==> src/rtl/md_issue_ctrl.sv <==
// -----------------------------------------------------------------------------
// md_issue_ctrl
//
// Issue controller for a multiply/divide unit sitting beside the E stage.
// Decodes the E-stage md_op, starts the mult/div unit, drives HI/LO write
// and readback controls, and holds the pipeline at E while an arithmetic
// op is in flight (5 busy cycles for MULT/MADD, 10 for DIV).
//
// Optional feature: define MD_MADD_EN to enable MADD/MADDU (codes 9/10).
// Without it those codes decode as NONE (no issue, no stall).
//
// Ports
//   clk           in   clock, all state updates on the rising edge
//   reset         in   synchronous, active-high reset
//   e_valid       in   E-stage instruction is valid
//   md_op   [3:0] in   0 NONE 1 MULT 2 MULTU 3 DIV 4 DIVU 5 MTHI 6 MTLO
//                      7 MFHI 8 MFLO 9 MADD 10 MADDU, 11-15 NONE
//   rs_val [31:0] in   forwarded rs operand
//   rt_val [31:0] in   forwarded rt operand
//   flush         in   cancels the E-stage instruction this cycle
//   md_cal  [1:0] out  unit start code: 00 none 01 MULT 10 DIV 11 MADD
//   other_reg_wr  out  HI/LO write code: 00 none 01 HI 10 LO
//   op_a, op_b    out  operands to the unit (0 when nothing is issued)
//   op_signed     out  signed-operation flag
//   rd_hilo_en    out  HI/LO readback enable
//   rd_hilo_sel   out  readback select: 0 HI, 1 LO
//   stall         out  freezes the pipeline at E
//   busy          out  an arithmetic op is in flight
// -----------------------------------------------------------------------------
module md_issue_ctrl (
    input  logic        clk,
    input  logic        reset,
    input  logic        e_valid,
    input  logic [3:0]  md_op,
    input  logic [31:0] rs_val,
    input  logic [31:0] rt_val,
    input  logic        flush,
    output logic [1:0]  md_cal,
    output logic [1:0]  other_reg_wr,
    output logic [31:0] op_a,
    output logic [31:0] op_b,
    output logic        op_signed,
    output logic        rd_hilo_en,
    output logic        rd_hilo_sel,
    output logic        stall,
    output logic        busy
);

    typedef enum logic [1:0] {
        ST_IDLE = 2'd0,
        ST_MUL  = 2'd1,
        ST_DIV  = 2'd2
    } state_e;

    typedef enum logic [3:0] {
        OP_NONE  = 4'd0,
        OP_MULT  = 4'd1,
        OP_MULTU = 4'd2,
        OP_DIV   = 4'd3,
        OP_DIVU  = 4'd4,
        OP_MTHI  = 4'd5,
        OP_MTLO  = 4'd6,
        OP_MFHI  = 4'd7,
        OP_MFLO  = 4'd8,
        OP_MADD  = 4'd9,
        OP_MADDU = 4'd10
    } md_op_e;

    localparam logic [1:0] CAL_NONE = 2'b00;
    localparam logic [1:0] CAL_MULT = 2'b01;
    localparam logic [1:0] CAL_DIV  = 2'b10;
    localparam logic [1:0] CAL_MADD = 2'b11;

    localparam logic [1:0] WR_NONE = 2'b00;
    localparam logic [1:0] WR_HI   = 2'b01;
    localparam logic [1:0] WR_LO   = 2'b10;

    // Counter load values equal the number of busy cycles after issue.
    localparam logic [3:0] CNT_MUL = 4'd5;
    localparam logic [3:0] CNT_DIV = 4'd10;

    state_e     state_q, state_d;
    logic [3:0] cnt_q,   cnt_d;

    // ---------------------------------------------------------------------
    // Opcode decode
    // ---------------------------------------------------------------------
    logic is_mul, is_div, is_madd, is_mthi, is_mtlo, is_mfhi, is_mflo;
    logic is_arith, op_valid, dec_signed;

    // NOTE: every signal assigned in an always_comb gets a default first so
    // no path leaves it unassigned; otherwise a latch is inferred.
    always_comb begin
        is_mul     = 1'b0;
        is_div     = 1'b0;
        is_madd    = 1'b0;
        is_mthi    = 1'b0;
        is_mtlo    = 1'b0;
        is_mfhi    = 1'b0;
        is_mflo    = 1'b0;
        dec_signed = 1'b0;

        case (md_op)
            OP_MULT:  begin is_mul = 1'b1; dec_signed = 1'b1; end
            OP_MULTU: is_mul = 1'b1;
            OP_DIV:   begin is_div = 1'b1; dec_signed = 1'b1; end
            OP_DIVU:  is_div = 1'b1;
            OP_MTHI:  is_mthi = 1'b1;
            OP_MTLO:  is_mtlo = 1'b1;
            OP_MFHI:  is_mfhi = 1'b1;
            OP_MFLO:  is_mflo = 1'b1;
`ifdef MD_MADD_EN
            OP_MADD:  begin is_madd = 1'b1; dec_signed = 1'b1; end
            OP_MADDU: is_madd = 1'b1;
`endif
            // NONE, 11-15 and (without MADD support) 9/10 decode as NONE.
            default:  ;
        endcase

        is_arith = is_mul | is_div | is_madd;
        op_valid = is_arith | is_mthi | is_mtlo | is_mfhi | is_mflo;
    end

    // ---------------------------------------------------------------------
    // Handshake, outputs and next state
    // ---------------------------------------------------------------------
    logic accept;

    always_comb begin
        state_d      = state_q;
        cnt_d        = cnt_q;
        md_cal       = CAL_NONE;
        other_reg_wr = WR_NONE;
        op_a         = '0;
        op_b         = '0;
        op_signed    = 1'b0;
        rd_hilo_en   = 1'b0;
        rd_hilo_sel  = 1'b0;

        busy  = (state_q != ST_IDLE);
        // Any real md op arriving while the unit is busy must wait at E,
        // including HI/LO moves, since they would race the in-flight result.
        stall = busy & e_valid & op_valid;

        // Reset wins over any accept; flush cancels the E-stage op, so both
        // suppress every pulse this cycle.
        accept = ~reset & e_valid & ~flush & ~stall & op_valid;

        if (accept) begin
            if (is_arith) begin
                op_a      = rs_val;
                op_b      = rt_val;
                op_signed = dec_signed;
                if (is_mul)
                    md_cal = CAL_MULT;
                else if (is_div)
                    md_cal = CAL_DIV;
                else
                    md_cal = CAL_MADD;
            end
            if (is_mthi | is_mtlo) begin
                op_a         = rs_val;
                other_reg_wr = is_mthi ? WR_HI : WR_LO;
            end
            if (is_mfhi | is_mflo) begin
                rd_hilo_en  = 1'b1;
                rd_hilo_sel = is_mflo;
            end
        end

        case (state_q)
            ST_IDLE: begin
                // An accept is only possible with busy=0, so arithmetic
                // issue always starts from here (including the cycle a
                // previous op has just returned to IDLE).
                if (accept && (is_mul || is_madd)) begin
                    state_d = ST_MUL;
                    cnt_d   = CNT_MUL;
                end else if (accept && is_div) begin
                    state_d = ST_DIV;
                    cnt_d   = CNT_DIV;
                end
            end
            ST_MUL, ST_DIV: begin
                // Flush does not cancel an op in flight: keep counting.
                if (cnt_q <= 4'd1) begin
                    state_d = ST_IDLE;
                    cnt_d   = 4'd0;
                end else begin
                    cnt_d = cnt_q - 4'd1;
                end
            end
            default: begin
                state_d = ST_IDLE;
                cnt_d   = 4'd0;
            end
        endcase
    end

    // ---------------------------------------------------------------------
    // State register
    // ---------------------------------------------------------------------
    // NOTE: sequential state is written with non-blocking assignments so
    // every flop samples the pre-edge value of the others.
    always_ff @(posedge clk) begin
        if (reset) begin
            state_q <= ST_IDLE;
            cnt_q   <= 4'd0;
        end else begin
            state_q <= state_d;
            cnt_q   <= cnt_d;
        end
    end

endmodule

==> config.mk <==
export PLATFORM = sky130hd
export DESIGN_NAME = md_issue_ctrl
export DESIGN_NICKNAME = d
export VERILOG_FILES = /design/src/rtl/md_issue_ctrl.sv
export SDC_FILE = /design/constraint.sdc
export NUM_CORES = 1
export LEC_CHECK = 0
export ABC_CLOCK_PERIOD_IN_PS = 2900
export CORE_UTILIZATION = 24
export CTS_BUF_LIST = sky130_fd_sc_hd__clkbuf_8
export CTS_CLUSTER_DIAMETER = 80
export CTS_CLUSTER_SIZE = 25
export DETAILED_ROUTE_END_ITERATION = 8
export GPL_TIMING_DRIVEN = 0
export PLACE_DENSITY_LB_ADDON = 0.05
export SYNTH_ARGS = -nofsm -noshare
export SYNTH_HDL_FRONTEND = slang
export SYNTH_SLANG_ARGS = --single-unit
==> constraint.sdc <==
create_clock -name clk -period 2.9 [get_ports clk]
set_clock_uncertainty 0.2 [all_clocks]
set_input_delay 0.435 -clock clk [delete_from_list [all_inputs] [get_ports clk]]
set_output_delay 0.435 -clock clk [all_outputs]
set_load 0.03 [all_outputs]
==> impl_metrics.ini <==
[global_routing]
grt_pass1_vias = 1449
track_usage = 0.195
grt-ovfl-total = 0
antenna_found_initial = 0
grt_start_max_net_pins = 11
grt_pass1_wl_um = 6610

[routing]
vias_per_cell = 4.39
antenna_left = 0
wl_um = 4560
post_drt_wl_per_cell_um = 13.3
drt_iter0_markers = 75
vias = 1503
route.detailed.drc = 0
drt_pass1_iterations = 4

[synth]
seq_area_frac_synth = 0.123
async_flop_share = 0
synth_nets = 217
synth_common_cells = and2_1 (64), clkbuf_1 (8), inv_1 (7)
synth-seq-cells = 6
yosys-top-cells-area = and2_1 (41%), dfxtp_1 (12%), ha_1 (5.1%)
synthCells = 141
synth_area_leader_cell = and2_1
yosysMostFrequentCell = and2_1
yosysWarnings = 0
ys_types = 32
synth.avg_cell_area_um2 = 6.94
synth_area_um2 = 978
synthFlopType = dfxtp_1
synth_edf_count = 0
synth_top_cell_area_share = 0.409

[setup_path]
critPathCaptureType = primary output
crit_type = reg -> out
cp_max_fo = 7
critPathLaunchType = flop
required_ps = 2270
worstPathArrival_ps = 2200

[timing]
slew-limit-headroom = 0.487
worstMarginPinSlew_ps = 764
setup_viol = 0
fmax_ghz = 0.353
finalCritPeriodShare = 0.976
maxSlewViolCount = 0
fin_hold_ws_ps = 288
finalWorstPathRequiredPeriod_ps = 2830
finalHoldViolCount = 0

[place]
dp_hpwl_um = 3800
dp_cells = 330
place.port_buffers = 141
gp_routability_congestion = 0.755

[power]
ir_worst_vdd_v = 0.000123
power.density_nw_per_um2 = 171
p_leak_nw = 1.25

[finish]
drive_above_1_share = 0.350
num_antenna_cells = 0
synthToLayoutAreaGrowth_pct = 149
fin_cells = 342
nets = 372

[floorplan]
fp.dieW_um = 65.9
fp-row-count = 22
start_util = 0.259
fp.dieArea_um2 = 4340
ios = 145
design.core.area_um2 = 3770
fp.dieH_um = 65.9

[clock_network]
clock_latency_ps = 220
clk_path_buf_depth = 2
clk_pin_slew_worst_paths_ps = 40
htree_levels = 1
numClockSinks = 6
numCtsBuffers = 3
cts_root_buf = clkbuf_8
cts_tree = yes

[outcome]
outcome = complete, no violations

[worst_hold_path]
hp-class = in -> reg

[job]
maxCapViolations = 0
area by class of cell:
class                   instances  area [um2]
fillers                       372        1340
repair buffers                151        1250
multi-input cells             117         852
flip-flops and latches          6         120
plain buffers                  10        82.6
well taps                      48        60.1
clock buffers                   3        41.3
inverters                       7        26.3
power by group:
| group | switching, mW | internal, mW | leakage (nW) | total (mW) |
|---|---|---|---|---|
| clock network | 0.0362 | 0.0892 | 0.0216 | 0.125 |
| registers | 0.00228 | 0.0856 | 0.0485 | 0.0878 |
| logic | 0.0779 | 0.125 | 1.18 | 0.203 |
state kept, by name (all words and copies together) (netlist names):
register	cells
cnt_q	4
state_q	2
through the flow:
step / setup WS (ps) / total power [mW] / util / cell area (um2) / TNS, ps
global route: -29.2 / 0.438 / 0.645 / 2430 / -183
detailed placement: -863 / 0.284 / 0.650 / 2450 / -50890
finish: 69.0 / 0.416 / 0.645 / 2430 / 0
floorplan: 291 / 0.161 / - / 978 / 0
global placement: -816 / 0.282 / 0.650 / 2450 / -49290
CTS: -81.6 / 0.411 / 0.657 / 2480 / -103
routing by layer:
| layer | vias up | share of wire | global-route usage |
|---|---|---|---|
| met5 | - | 0 | 0 |
| li1 | 772 | - | - |
| met3 | 6 | 0.069 | 0.0500 |
| met1 | 658 | 0.37 | 0.218 |
| met4 | 0 | 0.013 | 0.0598 |
| met2 | 67 | 0.55 | 0.356 |
timing repair:
item | in CTS | in global routing
buffers inserted | 3 | 5
hold buffers | 0 | 0
resized for setup | 276 | 110
pin swaps | 2 | 3
gates cloned | 0 | 2
endpoints found under the setup margin | 69 | 66
worst max-delay path, stage by stage, from the launching register on:
cell and delay (ps):
dfxtp_1 310, inv_1 100, ha_4 160, nand4bb_1 110, buf_6 150, or2_4 260
nor3_4 330, clkbuf_8 210, and2_1 120, buf_2 200
worst paths after layout:
kind | start | to | slack, ps | cells past startpoint
hold / removal | reset | state_q[1]$_SDFFE_PP0P_ | 290 | 2
setup reg to reg | state_q[1]$_SDFFE_PP0P_ | cnt_q[1]$_SDFFE_PP0P_ | 800 | 7
hold reg to reg | cnt_q[1]$_SDFFE_PP0P_ | cnt_q[1]$_SDFFE_PP0P_ | 310 | 1
setup / recovery | state_q[1]$_SDFFE_PP0P_ | op_a[12] | 70 | 9
cells in the final DEF, fill, tap and decap left out, types with 6 or more instances in the layout:
cell type         n
buf_2            47
dlygate4sd2_1     6
buf_4            10
clkbuf_4          6
dfxtp_1           6
inv_1             6
clkdlybuf4s50_1  69
and2_1           55
buf_6            13
nor2_1            6
and2_4            9
kinds of logic (layout without fill, tap and decap cells):
logic type | after synthesis | count (layout) | synth area share
adder cells (fa/ha/maj) | 4 | 4 | 0.0512
buffers and inverters | 18 | 171 | 0.0729
flip-flops | 6 | 6 | 0.123
AO/OA/AOI/OAI | 19 | 19 | 0.143
AND/OR/NAND/NOR | 91 | 91 | 0.583
XOR/XNOR | 3 | 3 | 0.0269
Power figures use the tool's default switching activity.
==> edit: new RTL, config.mk and constraints unchanged <==
Set the localparam `CNT_DIV` to 4'd5 (it was 4'd10).
--- a/src/rtl/md_issue_ctrl.sv
+++ b/src/rtl/md_issue_ctrl.sv
@@ -79,3 +79,3 @@
     localparam logic [3:0] CNT_MUL = 4'd5;
-    localparam logic [3:0] CNT_DIV = 4'd10;
+    localparam logic [3:0] CNT_DIV = 4'd5;
 
Function: changed (a bounded check fails within 10 cycles, from zero or initial values and one cycle with reset high).
==> edit against the unedited design <==
  * Design area fell by 0.36%
  * Worst setup slack got worse by 0.031 ns
  * Routed wire length fell by 2.4%
  * Non-clock buffer count fell by 4
  * Power fell by 2.9%
  * Combinational power fell by 6%
  * Sequential cell count did not move
  * Area after synthesis rose by 1.9%
==> edit: results (changes against the unedited design) <==
stage	metric	value	unit	change
yosys	Synthesized Nets	220		+1.4%
min_path	hold path startpoint	cnt_q[3]		
clocking	CTS max path bufs	2		unchanged
outcome	status	finished clean		
worst_setup_path	CP max FO	10		+3
routing	DRT iter0 DRCs	58		-23%
yosys	Syn Area/Cell	6.93	µm²	-0.21%
global_routing	initial antenna violation count	0		unchanged
worst_setup_path	Reg-to-Reg End	cnt_q[3]		
layout	nets	371		-0.27%
yosys	FFs w/ async S/R, synth	0	%	unchanged
yosys	count leader, synth	and2_1		
clocking	Skew-Pair Late Insertion Delay	0.22	ns	about the same
worst_setup_path	CP max stage cell	clkdlybuf4s50_1		
min_path	worst min path class	reg2reg		
placed_design	GP Congestion	0.746		-1.2%
routing	DRT antenna net count	0		unchanged
global_routing	number of global-route vias before repair	1353		-6.6%
yosys	unique cell type count in the Yosys netlist	33		+3.1%
clocking	CTS buffer count	3		unchanged
placed_design	Area after DPL	0.00246	mm²	+0.46%
yosys	Ys Warns	0		unchanged
routing	iteration count of the initial detailed-routing pass	4		unchanged
layout	Fillers	392		+5.4%
global_routing	gr usage total	19.8	%	+0.27 points
yosys	commonest cells in the netlist	and2_1 (64), nor2_1 (9), clkbuf_1 (8), a21oi_1 (6), dfxtp_1 (6)		
worst_setup_path	Crit path largest cell delay	0.39	ns	+0.06 ns
timing	Worst Tran Pin Value	0.858	ns	+0.0946 ns
worst_setup_path	r2r setup slk	0.64	ns	-0.16 ns
power	leak pwr	1.16	nW	-7.1%
min_path	Hold Crit Depth	2		unchanged
routing	drt wl/cell	13.0	µm	-2.7%
layout	biggest regs	cnt_q (4), state_q (2)		
clocking	Clock Tree Root	clkbuf_8		
placed_design	number of I/O port buffers	140		-0.71%
min_path	Hold EP	cnt_q[3]		
layout	layout cells sized above 1	30.4	%	-4.7 points
timing	final hold slack	0.302	ns	+0.0143 ns
placed_design	hpwl dp	3730	µm	-1.6%
worst_setup_path	worst r2r src	state_q[0]		
yosys	Most used DFF post-synth	dfxtp_1		
power	Max rail drop VDD	147	µV	+20%
routing	post-DR vias/cell	4.44		+0.97%
routing	Routed WL	4450	µm	-2.4%
worst_setup_path	CP arrival	2.23	ns	+0.03 ns
clocking	H-tree levels	1		unchanged
yosys	sequential area share after synthesis	12.0	%	-0.23 points
placed_design	Post-Place Cells	334		+1.2%
yosys	dominant cells by area after synthesis	and2_1 (40%), dfxtp_1 (12%), ha_1 (5.0%)		
global_routing	global-route wire length before repair	6440	µm	-2.6%
==> edit: cell count changes in the layout (fill, tap and decap cells not counted), moves of 8 or more <==
| cell | delta |
|---|---|
| and2_1 | +8 |
| clkbuf_2 | +16 |
| clkdlybuf4s15_2 | +13 |
| buf_6 | -11 |
| and2_4 | -8 |
| buf_2 | -17 |
==> edit: how the worst max path moves through the flow <==
stage,endpoint,startpoint,cells after the start,slack (ns)
finish,op_a[27],flush,9,0.04
global route,op_a[25],reset,9,-0.03
CTS,op_a[31],e_valid,7,0.001
detailed placement,op_a[6],reset,8,-0.86
global placement,op_a[6],reset,8,-0.87
floorplan,md_cal[0],state_q[0],5,0.26
==> edit: layout make-up <==
cell class                      count  area [µm²]  share of cell area [%]
Buffer                             11        83.8                    3.46
Timing Repair Buffer              146        1240                    51.1
Inverter                            5        18.8                   0.774
Tap cell                           50        62.6                    2.58
Multi-Input combinational cell    122         860                    35.4
Clock buffer                        3        41.3                    1.70
Sequential cell                     6         120                    4.95
==> edit: cell families (layout without fill, tap and decap cells) <==
family,after synthesis,in the layout,synth area share [%]
flip-flops,6,6,12.0
XOR/XNOR,3,3,2.64
AND/OR/NAND/NOR,99,99,60.6
AO/OA/AOI/OAI,16,16,13.4
adder cells (fa/ha/maj),4,4,5.02
buffers and inverters,16,165,6.27
==> edit: layer usage <==
metal	share of wire (%)	wire length, µm	GRT usage [%]	vias to the layer above
li1	-	-	-	769
met1	33	1480	19.5	670
met2	57	2520	37.8	79
met3	9.1	406	8.22	4
met4	0.92	41	4.79	0
met5	0	0	0	-
==> edit: repair_timing <==
action                                  in CTS  in global routing
endpoints found under the hold margin        0                  0
endpoints found under the setup margin      69                 64
resized for setup                          243                 41
setup buffers                                1                  3
pin swaps                                    2                  3
cloned                                       0                  2
==> edit: critical path: cells and delay by family <==
kind / cells / cell delay (ns)
buf+inv: 5 / 1.02
simple gates: 4 / 0.76
==> edit: stage by stage <==
step	setup TNS, ns	setup WS, ns	total power [mW]
2_1_floorplan	0	0.264	0.156
3_3_place_gp	-51.29	-0.867	0.275
3_5_place_dp	-52.01	-0.864	0.276
4_1_cts	0	0.00141	0.403
5_1_grt	-0.414	-0.0271	0.427
6_report	0	0.0379	0.404
==> edit: where the power goes <==
group          leakage [nW]  switching [mW]  internal (mW)  total [mW]
Sequential           0.0485         0.00174         0.0845      0.0863
Combinational          1.09          0.0735          0.117       0.190
Clock                0.0216          0.0380         0.0893       0.127
